$ cat config.mk
export PLATFORM = sky130hd
export DESIGN_NAME = mem_arbiter
export DESIGN_NICKNAME = d
export VERILOG_FILES = /design/src/rtl/mem_arbiter_pkg.sv /design/src/rtl/mem_word_assembler.sv /design/src/rtl/mem_arbiter.sv
export SDC_FILE = /design/constraint.sdc
export NUM_CORES = 1
export LEC_CHECK = 0
export ABC_AREA = 0
export CAP_MARGIN = 30
export CORE_MARGIN = 3
export CORE_UTILIZATION = 40
export DETAILED_ROUTE_END_ITERATION = 10
export DONT_BUFFER_PORTS = 1
export PLACE_DENSITY = 0.6
export SYNTH_ARGS = -nofsm -noshare
export SYNTH_HDL_FRONTEND = slang
export SYNTH_SLANG_ARGS = --single-unit
$ cat constraint.sdc
create_clock -name clk_in -period 6.9 [get_ports clk_in]
set_input_delay 0.69 -clock clk_in [delete_from_list [all_inputs] [get_ports clk_in]]
set_output_delay 0.69 -clock clk_in [all_outputs]
set_load 0.03 [all_outputs]
$ cat src/rtl/mem_arbiter_pkg.sv
// Shared types and constants for the memory arbiter.
package mem_arbiter_pkg;

    typedef enum logic [1:0] {
        ST_IDLE     = 2'd0,
        ST_IC_READ  = 2'd1,
        ST_LS_READ  = 2'd2,
        ST_LS_WRITE = 2'd3
    } arb_state_e;

    typedef enum logic {
        GRANT_ICACHE = 1'b0,
        GRANT_LSB    = 1'b1
    } grant_e;

    localparam logic [1:0] SIZE_BYTE = 2'b00;
    localparam logic [1:0] SIZE_HALF = 2'b01;
    localparam logic [1:0] SIZE_WORD = 2'b10;

    // Value of address bits [17:16] that selects the IO region
    localparam logic [1:0] IO_REGION = 2'b11;

    // Number of bytes moved by a load/store; the reserved code 11 acts as a word
    function automatic logic [2:0] size_bytes(input logic [1:0] size);
        case (size)
            SIZE_BYTE: return 3'd1;
            SIZE_HALF: return 3'd2;
            SIZE_WORD: return 3'd4;
            default:   return 3'd4;
        endcase
    endfunction

    function automatic logic is_io_addr(input logic [1:0] addr_hi);
        return addr_hi == IO_REGION;
    endfunction

endpackage

$ cat src/rtl/mem_word_assembler.sv
// Byte-lane merge of a read byte into the load word, and byte select of store data.
module mem_word_assembler
    import mem_arbiter_pkg::*;
(
    input  logic [31:0] rdata_i,
    input  logic [7:0]  din_i,
    input  logic [1:0]  lane_i,
    input  logic [31:0] wdata_i,
    output logic [31:0] rdata_merged_c,
    output logic [7:0]  wbyte_c
);

    // Replace one byte lane of the load word and pick one byte of the store word
    always_comb begin
        rdata_merged_c                         = rdata_i;
        rdata_merged_c[{lane_i, 3'b000} +: 8]  = din_i;
        wbyte_c                                = wdata_i[{lane_i, 3'b000} +: 8];
    end

endmodule

$ cat src/rtl/mem_arbiter.sv
// Single-port byte memory arbiter between an instruction-cache filler and a load/store unit.
// Optional: define MEM_ARBITER_IO_STALL_EN to add io_buffer_full stalling of IO-region stores.
module mem_arbiter
    import mem_arbiter_pkg::*;
#(
    parameter int unsigned ICACHE_BURST = 18,
    parameter int unsigned ADDR_WIDTH   = 32
) (
    input  logic                  clk_in,
    input  logic                  rst_in,
    input  logic                  clear_in,
    input  logic [7:0]            mem_din,
    output logic [7:0]            mem_dout,
    output logic [ADDR_WIDTH-1:0] mem_a,
    output logic                  mem_wr,
    input  logic                  icache_req,
    input  logic [ADDR_WIDTH-1:0] icache_addr,
    output logic [7:0]            icache_data,
    output logic                  icache_data_valid,
    output logic                  icache_done,
    input  logic                  lsb_req,
    input  logic                  lsb_wr,
    input  logic [1:0]            lsb_size,
    input  logic [ADDR_WIDTH-1:0] lsb_addr,
    input  logic [31:0]           lsb_wdata,
    output logic [31:0]           lsb_rdata,
    output logic                  lsb_done
`ifdef MEM_ARBITER_IO_STALL_EN
    ,
    input  logic                  io_buffer_full
`endif
);

    localparam int unsigned CNT_W = $clog2(ICACHE_BURST + 6);
    localparam logic [CNT_W-1:0] IC_LEN  = CNT_W'(ICACHE_BURST);
    localparam logic [CNT_W-1:0] IC_DONE = CNT_W'(ICACHE_BURST + 1);

    arb_state_e            state_q;
    grant_e                last_grant_q;
    logic [CNT_W-1:0]      cnt_q;
    logic [CNT_W-1:0]      cnt_p1;
    logic [CNT_W-1:0]      size_cnt;
    logic [2:0]            size_q;
    logic [31:0]           wdata_q;
    logic [ADDR_WIDTH-1:0] mem_a_q;
    logic [7:0]            mem_dout_q;
    logic                  mem_wr_q;
    logic                  ic_valid_q;
    logic                  ic_done_q;
    logic [31:0]           rdata_q;
    logic                  ls_done_q;
    logic [1:0]            lane_c;
    logic [31:0]           rdata_merged_c;
    logic [7:0]            wbyte_c;
    logic                  stall_c;

    assign cnt_p1   = cnt_q + CNT_W'(1);
    assign size_cnt = CNT_W'(size_q);
    // Writes prepare the next byte; reads merge the byte addressed one cycle earlier
    assign lane_c   = (state_q == ST_LS_WRITE) ? cnt_q[1:0] + 2'd1 : cnt_q[1:0] - 2'd1;

    mem_word_assembler u_assembler (
        .rdata_i        (rdata_q),
        .din_i          (mem_din),
        .lane_i         (lane_c),
        .wdata_i        (wdata_q),
        .rdata_merged_c (rdata_merged_c),
        .wbyte_c        (wbyte_c)
    );

`ifdef MEM_ARBITER_IO_STALL_EN
    logic io_q;

    // Remember whether the store being granted targets the IO region
    always_ff @(posedge clk_in or negedge rst_in) begin
        if (!rst_in) begin
            io_q <= 1'b0;
        end else if (state_q == ST_IDLE) begin
            io_q <= is_io_addr(lsb_addr[17:16]);
        end
    end

    assign stall_c = (state_q == ST_LS_WRITE) && mem_wr_q && io_q && io_buffer_full;
`else
    assign stall_c = 1'b0;
`endif

    assign mem_a             = mem_a_q;
    assign mem_dout          = mem_dout_q;
    assign mem_wr            = mem_wr_q & ~stall_c;
    assign icache_data       = ic_valid_q ? mem_din : 8'h00;
    assign icache_data_valid = ic_valid_q;
    assign icache_done       = ic_done_q;
    assign lsb_rdata         = rdata_q;
    assign lsb_done          = ls_done_q;

    // Arbitration FSM with registered memory-side and client-side outputs
    always_ff @(posedge clk_in or negedge rst_in) begin
        if (!rst_in) begin
            state_q      <= ST_IDLE;
            last_grant_q <= GRANT_LSB;
            cnt_q        <= '0;
            size_q       <= 3'd0;
            wdata_q      <= 32'h0;
            mem_a_q      <= '0;
            mem_dout_q   <= 8'h00;
            mem_wr_q     <= 1'b0;
            ic_valid_q   <= 1'b0;
            ic_done_q    <= 1'b0;
            rdata_q      <= 32'h0;
            ls_done_q    <= 1'b0;
        end else begin
            ic_done_q <= 1'b0;
            ls_done_q <= 1'b0;
            case (state_q)
                ST_IDLE: begin
                    ic_valid_q <= 1'b0;
                    mem_wr_q   <= 1'b0;
                    cnt_q      <= '0;
                    if (icache_req && (!lsb_req || last_grant_q == GRANT_LSB)) begin
                        state_q      <= ST_IC_READ;
                        last_grant_q <= GRANT_ICACHE;
                        mem_a_q      <= icache_addr;
                    end else if (lsb_req) begin
                        last_grant_q <= GRANT_LSB;
                        mem_a_q      <= lsb_addr;
                        size_q       <= size_bytes(lsb_size);
                        wdata_q      <= lsb_wdata;
                        if (lsb_wr) begin
                            state_q    <= ST_LS_WRITE;
                            mem_wr_q   <= 1'b1;
                            mem_dout_q <= lsb_wdata[7:0];
                        end else begin
                            state_q <= ST_LS_READ;
                            rdata_q <= 32'h0;
                        end
                    end
                end
                ST_IC_READ: begin
                    if (clear_in) begin
                        state_q    <= ST_IDLE;
                        ic_valid_q <= 1'b0;
                    end else begin
                        cnt_q      <= cnt_p1;
                        ic_valid_q <= (cnt_p1 <= IC_LEN);
                        ic_done_q  <= (cnt_p1 == IC_DONE);
                        if (cnt_p1 < IC_LEN) begin
                            mem_a_q <= mem_a_q + ADDR_WIDTH'(1);
                        end
                        if (cnt_q == IC_DONE) begin
                            state_q <= ST_IDLE;
                        end
                    end
                end
                ST_LS_READ: begin
                    if (clear_in) begin
                        state_q <= ST_IDLE;
                    end else begin
                        cnt_q     <= cnt_p1;
                        ls_done_q <= (cnt_p1 == size_cnt + CNT_W'(1));
                        if (cnt_p1 < size_cnt) begin
                            mem_a_q <= mem_a_q + ADDR_WIDTH'(1);
                        end
                        if (cnt_q != '0 && cnt_q <= size_cnt) begin
                            rdata_q <= rdata_merged_c;
                        end
                        if (cnt_q == size_cnt + CNT_W'(1)) begin
                            state_q <= ST_IDLE;
                        end
                    end
                end
                ST_LS_WRITE: begin
                    // Stores ignore clear_in and always run to completion
                    if (!mem_wr_q) begin
                        state_q <= ST_IDLE;
                    end else if (!stall_c) begin
                        if (cnt_p1 < size_cnt) begin
                            cnt_q      <= cnt_p1;
                            mem_a_q    <= mem_a_q + ADDR_WIDTH'(1);
                            mem_dout_q <= wbyte_c;
                        end else begin
                            mem_wr_q  <= 1'b0;
                            ls_done_q <= 1'b1;
                        end
                    end
                end
                default: begin
                    state_q <= ST_IDLE;
                end
            endcase
        end
    end

endmodule

== Yosys cells after proc, flatten, opt, wreduce, memory -nomap -nowiden ==
Index checks and enable logic that the tools add are counted.

* Flip-flop bits (word level): 119
* Bits of input ports: 112
* Output and inout bits: 84

* Add/subtract/negate cells: 6
* $lt $le $gt $ge: 4
* Equality and inequality tests: 23
* Shift-type cells: 3
* Multiplexer cells: 53
* Bitwise operators: 1
* Reductions and logical operators: 19

{| class="wikitable"
|+ Operators by type and width
! operator !! number
|-
| 32-bit two-way mux || 12
|-
| 32-bit one-hot mux with 4 select lines || 1
|-
| 32-bit one-hot mux with 2 select lines || 1
|-
| 8-bit two-way mux || 6
|-
| 32-bit by 1-bit adder with 32-bit output, second input constant || 1
|-
| 32-bit bitwise mux || 1
|-
| 8-bit by 7-bit variable shift with 32-bit output, first input constant || 1
|-
| 32-bit by 6-bit variable part select with 8-bit output || 1
|-
| 8-bit by 7-bit variable part select with 32-bit output || 1
|-
| 2-bit inequality test, second input constant || 11
|-
| 2-bit two-way mux || 8
|-
| 8-bit one-hot mux with 2 select lines || 1
|-
| 5-bit two-way mux || 3
|-
| 5-bit one-hot mux with 3 select lines || 1
|-
| 1-bit two-way mux || 14
|-
| 6-bit AND reduction || 2
|-
| 5-bit equality test, second input constant || 2
|-
| 3-bit inequality test, second input constant || 3
|-
| 2-bit one-hot mux with 4 select lines || 1
|-
| 2-bit nonzero test || 4
|-
| 5-bit negator with 7-bit output || 1
|-
| 1-bit one-hot mux with 2 select lines || 3
|-
| 3-bit one-hot mux with 2 select lines || 1
|-
| 3-bit AND reduction || 2
|-
| 23 further kinds || 27
|}

== Logic depth before layout (Yosys ltp) ==
Gate-level depths: netlist of run 1.

* Word-level depth: 8
* Depth in mapped cells: 13

== Cells and area by module ==
Synthesis of run 1 repeated with hierarchy kept, for this count alone.

* Cells, all modules: 825
* Area, all modules: 7,626.1 sq um

{| class="wikitable"
|+ Modules (own cells, without submodules)
! module !! times used !! cells each !! area each (sq um)
|-
| mem_arbiter || 1 || 712 || 6,796.5
|-
| mem_word_assembler || 1 || 113 || 829.5
|}

== Worst setup path after synthesis of run 1 ==
OpenSTA, ideal clock, no wires.

* Kind: flip-flop to flip-flop
* Start: register cnt_q[0]
* End: register mem_a_q[23], in the netlist mem_a[23]
* Arrival time: 3.539 ns
* Setup slack: 3.290 ns
* Cell stages (with the launch flop): 13
* Period minus slack after synthesis: 3.610 ns
* Path through: dfrtp_1 buf_2 buf_1 inv_1 ha_1 ha_1 nand2_1 o21ai_0 o32a_4 or3_1 buf_4 or4_1 nand4_1

* Longest elaborated chain between the ends: 5

{| class="wikitable"
|+ Ends and longest elaborated chain
! item !! RTL line !! text
|-
| start: declaration || mem_arbiter.sv:40 || <nowiki>logic [CNT_W-1:0] cnt_q;</nowiki>
|-
| start signal: assignment || mem_arbiter.sv:144 || <nowiki>cnt_q <= cnt_p1;</nowiki>
|-
| start signal: assignment || mem_arbiter.sv:159 || <nowiki>cnt_q <= cnt_p1;</nowiki>
|-
| start signal: assignment || mem_arbiter.sv:178 || <nowiki>cnt_q <= cnt_p1;</nowiki>
|-
| 5-bit by 1-bit adder with 5-bit output * || mem_arbiter.sv:57 || <nowiki>assign cnt_p1 = cnt_q + CNT_W'(1);</nowiki>
|-
| 5-bit by 3-bit < comparator with 1-bit output || mem_arbiter.sv:161, mem_arbiter.sv:177 ||
|-
| 32-bit two-way mux || - ||
|-
| 32-bit two-way mux (on tied branches) || - ||
|-
| 32-bit one-hot mux with 4 select lines || - ||
|-
| end signal: assignment || mem_arbiter.sv:148 || <nowiki>mem_a_q <= mem_a_q + ADDR_WIDTH'(1);</nowiki>
|-
| end signal: assignment || mem_arbiter.sv:162 || <nowiki>mem_a_q <= mem_a_q + ADDR_WIDTH'(1);</nowiki>
|-
| end signal: assignment || mem_arbiter.sv:179 || <nowiki>mem_a_q <= mem_a_q + ADDR_WIDTH'(1);</nowiki>
|-
| end: declaration || mem_arbiter.sv:45 || <nowiki>logic [ADDR_WIDTH-1:0] mem_a_q;</nowiki>
|}

Every way passes the cells marked *; elsewhere a longest branch is shown, timed or not. The select of a mux whose other input is x is not followed.
A chain may end at the register's enable or synchronous reset.

== Worst setup path in the final report of run 1 ==
Same ends and word-level chain as after synthesis.

==> results of run 1 <==
[area by class of cell]
class                   count  area [µm²]
clock buffers              24         502
clock inverters             8         118
fillers                  1601        8970
inverters                  24        90.1
multi-input cells         529        3710
flip-flops and latches    119        2980
well taps                 220         275
repair buffers              9         115
[power by group through the flow]
stage | Combinational [W] | Sequential, W | Clock (W)
after floorplan | 0.00129 | 0.00143 | 0
after global placement | 0.00154 | 0.00152 | 0
after detailed placement | 0.00162 | 0.00154 | 0
after CTS | 0.00164 | 0.00153 | 0.000939
after global routing | 0.00181 | 0.00157 | 0.000975
final | 0.00163 | 0.00152 | 0.000927
[layer usage]
layer / up-vias / wire [µm] / global-route usage (%)
li1: 2531 / - / -
met1: 2619 / 7600 / 23.6
met2: 205 / 8550 / 30.7
met3: 22 / 1680 / 7.67
met4: 0 / 289 / 6.21
met5: - / 0 / 0
[logic make-up (layout without fill, tap and decap cells)]
family	count (synthesis)	in the layout	share of synthesized area [%]
simple gates	280	280	18.8
xor+xnor	14	14	1.77
compound gates	119	119	12.3
mux	94	94	16.3
flops	119	119	43.0
buf+inv	59	65	3.83
fa+ha+maj	22	22	3.97
[what timing repair did]
item                                   in CTS  in global routing
buffers inserted                            0                  0
hold buffers                                1                  0
gates resized for setup                     0                  0
endpoints found under the hold margin     118                  0
[layout by cell type (no fill, tap or decap), types with 17 or more instances in the layout]
cell       instances
a21oi_1           18
clkbuf_16         17
dfrtp_1          118
ha_1              21
inv_1             24
mux2_2            71
nand2_1          129
nand3_1           34
nor2_1            41
o21ai_0           26
[registers in the layout (all words and copies together), names as in the netlist]
signal and count:
lsb_rdata 32, mem_a 32, wdata_q 32, mem_dout 8, cnt_q 5, size_q 3, state_q 2, icache_data_valid 1
icache_done 1, last_grant_q 1, lsb_done 1, mem_wr 1
[synthesized netlist by cell type (4+ instances only)]
cell type / count / area [µm²]
a21oi_1: 18 / 90.1
a31oi_1: 14 / 87.6
and2_1: 8 / 50.1
and3_1: 12 / 75.1
buf_1: 4 / 15.0
buf_2: 5 / 25.0
buf_4: 4 / 30.0
clkbuf_1: 19 / 71.3
dfrtp_1: 118 / 2950
ha_1: 22 / 275
inv_1: 24 / 90.1
mux2_2: 71 / 800
mux2i_1: 15 / 150
mux4_2: 8 / 180
nand2_1: 129 / 484
nand2b_1: 13 / 81.3
nand3_1: 34 / 170
nand4_1: 5 / 31.3
nor2_1: 41 / 154
nor3_1: 9 / 45.0
nor4_1: 9 / 56.3
o211ai_1: 6 / 45.0
o21ai_0: 27 / 135
o2bb2ai_1: 8 / 70.1
o311ai_0: 11 / 96.3
o31ai_1: 4 / 30.0
xnor2_1: 7 / 61.3
xor2_1: 7 / 61.3
[per-stage QoR]
stage,setup slack [ns],power [W],cells
6_report,3.15,0.00408,933
5_1_grt,2.87,0.00435,933
4_1_cts,3.15,0.00411,933
3_5_place_dp,3.17,0.00316,900
3_3_place_gp,3.11,0.00306,898
2_1_floorplan,3.29,0.00273,707
[critical path, cell delays in order (launching register included)]
cell and delay (ns):
dfrtp_1 0.35, buf_4 0.24, ha_1 0.31, xnor2_1 0.33
inv_1 0.09, ha_1 0.30, a21oi_1 0.12, o21ai_0 0.13
o32a_4 0.44, or3_1 0.55, buf_16 0.26, or4_1 0.46
nand4_1 0.09
[worst max-delay path by stage]
stage	slack, ns	end	start	depth (start not counted)
CTS	3.15	mem_a[23]$_DFFE_PN0P_	cnt_q[0]$_DFFE_PN0P_	12
global route	2.87	mem_dout[2]$_DFFE_PN0P_	cnt_q[0]$_DFFE_PN0P_	11
floorplan	3.29	mem_a[23]$_DFFE_PN0P_	cnt_q[0]$_DFFE_PN0P_	12
detailed placement	3.17	mem_a[23]$_DFFE_PN0P_	cnt_q[0]$_DFFE_PN0P_	12
global placement	3.11	mem_a[23]$_DFFE_PN0P_	cnt_q[0]$_DFFE_PN0P_	11
finish	3.15	mem_a[23]$_DFFE_PN0P_	cnt_q[0]$_DFFE_PN0P_	12
==> flow_summary.json, run 1 <==
{
  "status": "complete, no violations",
  "htree_num_levels": 4,
  "root_buffer": "clkbuf_16",
  "swShare_pct": 43.5,
  "ant_nets": 0,
  "internal-power_w": 0.00231,
  "diodes": 0,
  "final_area_um2": 7790,
  "maxCapViolations": 0,
  "irDropWorstVdd_mv": 0.301,
  "cp-end-kind": "flip-flop",
  "vias": 5377,
  "clock-skew-final_ns": 0.00991,
  "start_util_pct": 41.3,
  "drt_pass1_iterations": 4,
  "overflow": 0,
  "timing.setup.tns_ns": 0,
  "track_usage_pct": 19.1,
  "tritoncts": "yes",
  "power_leakage_nw": 3.33,
  "p_seq_share_pct": 37.3,
  "worstSetupPathType": "flip-flop to flip-flop",
  "die_area_um2": 18900,
  "grt_pass1_vias": 5244,
  "r2r_setup_slack_ns": 3.15,
  "hpwl_um": 13100,
  "synthToLayoutAreaGrowth_pct": 12.4,
  "setup_viol": 0,
  "ys_seq_area_share_pct": 43.0,
  "powerDensity_nw_per_um2": 524,
  "ys_warn_count": 0,
  "rsz0062_at_grt": "false",
  "reg2reg_to": "mem_a[23]$_DFFE_PN0P_",
  "antenna_found_initial": 0,
  "synth_ff_type": "dfrtp_1",
  "io_pins": 196,
  "grt_max_degree": 119,
  "place_area_um2": 7140,
  "path_max_fanout": 24,
  "drive_above_1_share_pct": 18.7,
  "synth_area_um2": 6930,
  "drc": 0,
  "synth_cells": 707,
  "worst_pin_slew_ns": 0.845,
  "grt_pass1_wl_um": 28100,
  "pwr-share-clk_pct": 22.7,
  "cts_buffers": 17,
  "fin_nets": 834,
  "num_rows": 47,
  "relSlewSlack_pct": 43.6,
  "gp_congestion": 0.875,
  "wl_um": 18100,
  "timing.final.hold_violations": 0,
  "cts_buffer_depth": 2,
  "r2r_cells": 12,
  "ys_types": 63,
  "async_flop_share_pct": 100,
  "crit_path_start_kind": "flip-flop",
  "chipHeight_um": 138,
  "drv_slew": 0,
  "core_um2": 16800,
  "min_path_type": "input port to async pin",
  "clock_latency_ns": 0.41,
  "dieWidth_um": 138,
  "fin_crit_sh_pct": 54.3,
  "post_drt_wl_per_cell_um": 19.4,
  "ys_ff_latch": 119,
  "critical_path_arrival_ns": 4.09,
  "p_sw_w": 0.00177,
  "cts_sinks": 119,
  "path_clk_slew_ns": 0.06,
  "postLayoutCoreUtil_pct": 46.5,
  "reg2reg_from": "cnt_q[0]$_DFFE_PN0P_",
  "syn-num-nets": 841,
  "placement.io_buffers": 0,
  "power_frac_comb_pct": 40.0,
  "viasPerCell": 5.76,
  "fmax_ghz": 0.267,
  "critPathRequiredTime_ns": 7.25,
  "period_needed_ns": 3.75,
  "synth.avg_cell_area_um2": 9.80,
  "dr.first_iter.drc_count": 352,
  "hold_slack_ns": 0.128,
  "synth-edff-count": 0
}
Power figures use the tool's default switching activity.
==> run 2: changes to the inputs <==
--- a/config.mk
+++ b/config.mk
@@ -5,13 +5,13 @@
 export SDC_FILE = /design/constraint.sdc
 export NUM_CORES = 1
 export LEC_CHECK = 0
-export ABC_AREA = 0
+export ABC_AREA = 1
 export CAP_MARGIN = 30
 export CORE_MARGIN = 3
 export CORE_UTILIZATION = 40
 export DETAILED_ROUTE_END_ITERATION = 10
 export DONT_BUFFER_PORTS = 1
-export PLACE_DENSITY = 0.6
+export PLACE_DENSITY = 0.62
 export SYNTH_ARGS = -nofsm -noshare
 export SYNTH_HDL_FRONTEND = slang
 export SYNTH_SLANG_ARGS = --single-unit
==> constraint.sdc (replaced) <==
create_clock -name clk_in -period 3.1 [get_ports clk_in]
set_input_delay 0.31 -clock clk_in [delete_from_list [all_inputs] [get_ports clk_in]]
set_output_delay 0.31 -clock clk_in [all_outputs]
set_load 0.03 [all_outputs]
==> flow_summary.json, run 2 <==
{
  "setup_viol": 0,
  "core_um2": 18100,
  "ys_warn_count": 0,
  "grt_pass1_wl_um": 34900,
  "period_needed_ns": 2.57,
  "timing.setup.tns_ns": 0,
  "r2r_cells": 10,
  "fin_cells": 1359,
  "critical_path_arrival_ns": 2.92,
  "ant_nets": 0,
  "rsz0062_at_grt": "false",
  "irDropWorstVdd_mv": 0.599,
  "reg2reg_from": "state_q[0]$_DFFE_PN0P_",
  "path_buf_inv": 2,
  "num_rows": 49,
  "cts_buffer_depth": 2,
  "start_util_pct": 41.1,
  "timing.final.hold_violations": 0,
  "status": "complete, no violations",
  "slowest_delay_ns": 0.42,
  "tritoncts": "yes",
  "synth-edff-count": 0,
  "cp-end-kind": "flip-flop",
  "final_common_cell": "nand2_1",
  "placement.io_buffers": 0,
  "hpwl_um": 15800,
  "power_leakage_nw": 4.39,
  "grt_max_degree": 120,
  "synthTopCellsByCount": "512 x nand2_1, 118 x dfrtp_1, 97 x nor2_1",
  "cp.depth": 10,
  "crit_start": "state_q[0]$_DFFE_PN0P_",
  "synth.avg_cell_area_um2": 6.83,
  "root_buffer": "clkbuf_16",
  "maxCapViolations": 0,
  "drt_pass1_iterations": 5,
  "async_flop_share_pct": 100,
  "fin_crit_sh_pct": 83.0,
  "drv_slew": 0,
  "reg2reg_to": "lsb_rdata[9]$_DFFE_PN0P_",
  "track_usage_pct": 21.5,
  "path_delay_family": "simple AND/OR/NAND/NOR gates",
  "post_drt_wl_per_cell_um": 16.2,
  "cp-endpoint": "lsb_rdata[9]$_DFFE_PN0P_",
  "relSlewSlack_pct": 57.4,
  "ys_ff_latch": 119,
  "chipHeight_um": 143,
  "path_max_fanout": 9,
  "dr.max_layer_used": "met4",
  "fmax_ghz": 0.389,
  "crit_path_start_kind": "flip-flop",
  "dr.first_iter.drc_count": 492,
  "yosysMostFrequentCell": "nand2_1",
  "place_inst": 1301,
  "wl_um": 22000,
  "synth_area_um2": 7460,
  "critPathRequiredTime_ns": 3.45,
  "dieWidth_um": 143,
  "synth_ff_type": "dfrtp_1",
  "ys_types": 36,
  "htree_num_levels": 4,
  "wl_met3_um": 1700,
  "drc": 0,
  "drive_above_1_share_pct": 7.52,
  "holdCritStartpoint": "lsb_wdata[16]",
  "met1_length_um": 10500,
  "clock-skew-final_ns": 0.00968,
  "grt_pass1_vias": 6412,
  "worst_pin_slew_ns": 0.638,
  "cpMaxStageDelayCell": "dfrtp_1",
  "fin_nets": 1252,
  "r2r_setup_slack_ns": 0.53,
  "overflow": 0,
  "clock_latency_ns": 0.42,
  "path_clk_slew_ns": 0.06,
  "wl_met2_um": 9550,
  "diodes": 0,
  "crit_chain": "ha_1 > xor2_1 > inv_1 > ha_1 > inv_1 > nor2_2 > nand3_1 > nor2_1 > nand4_1 > nand2_1",
  "vias": 7092,
  "synth_top_area_share_pct": 39.6,
  "mostFrequentLayoutCells": "512 x nand2_1, 118 x dfrtp_1, 96 x nor2_1",
  "gp_congestion": 0.911,
  "synth_cells": 1093,
  "antenna_found_initial": 0,
  "io_pins": 196,
  "viasPerCell": 5.22,
  "ys_seq_area_share_pct": 39.9,
  "synthToLayoutAreaGrowth_pct": 14.7,
  "die_area_um2": 20300,
  "cts_sinks": 119,
  "powerDensity_nw_per_um2": 1090,
  "yosys-top-cells-area": "dfrtp_1 40%, nand2_1 26%, nor2_1 4.9%, nand3_1 4.0%, inv_1 3.8%",
  "min_path_type": "input port to flip-flop",
  "worstSetupPathType": "flip-flop to flip-flop",
  "cts_buffers": 17,
  "synth_top_area_cell": "dfrtp_1",
  "cts_setup_buffers": 0,
  "syn-num-nets": 1227
}
## run 2: through the flow
step                hold WS [ns]  worst slack [ns]  cell area [µm²]  total power [W]  util [%]
floorplan                 0.0144             0.394             7460          0.00625         -
global placement          0.0168             0.610             7670          0.00721      42.3
detailed placement        0.0163             0.539             7670          0.00729      42.3
CTS                      0.00156             0.516             8560          0.00939      47.2
global route             0.00425             0.238             8560           0.0101      47.2
finish                    0.0128             0.528             8560          0.00933      47.2
## run 2: repair_timing
action	4_1_cts	5_1_grt
gates resized for setup	0	0
endpoints found under the hold margin	143	0
hold buffers	27	0
## run 2: logic make-up after synthesis
family,share of synthesized area [%]
AO/OA/AOI/OAI,8.31
XOR/XNOR,0.704
adder cells (fa/ha/maj),3.69
buffers and inverters,6.69
flip-flops,39.9
AND/OR/NAND/NOR,40.7
## run 2: worst min-delay path by stage
stage,endpoint,cells after the start
after floorplan,cnt_q[0]$_DFFE_PN0P_,0
after global placement,lsb_rdata[3]$_DFFE_PN0P_,0
after detailed placement,lsb_rdata[4]$_DFFE_PN0P_,0
after CTS,wdata_q[19]$_DFFE_PN0P_,2
after global routing,wdata_q[16]$_DFFE_PN0P_,2
final,wdata_q[16]$_DFFE_PN0P_,2
## run 2: per-layer routing
metal  track usage, %  up-vias
met5                0        -
met3             6.49       20
met1             31.9     3290
met4             4.75        0
met2             30.9      220
li1                 -     3562
## run 2: cell type report
cell class              count  area [µm²]
well taps                 229         287
fillers                  1827        9590
multi-input cells         858        3990
inverters                  78         293
repair buffers             44         415
flip-flops and latches    119        2980
clock buffers              19         453
clock inverters            12         144
## run 2: power by group
group	internal (W)	switching (W)
Sequential	0.00210	0.00112
Combinational	0.00131	0.00280
Clock	0.00123	0.000766
Total	0.00464	0.00469
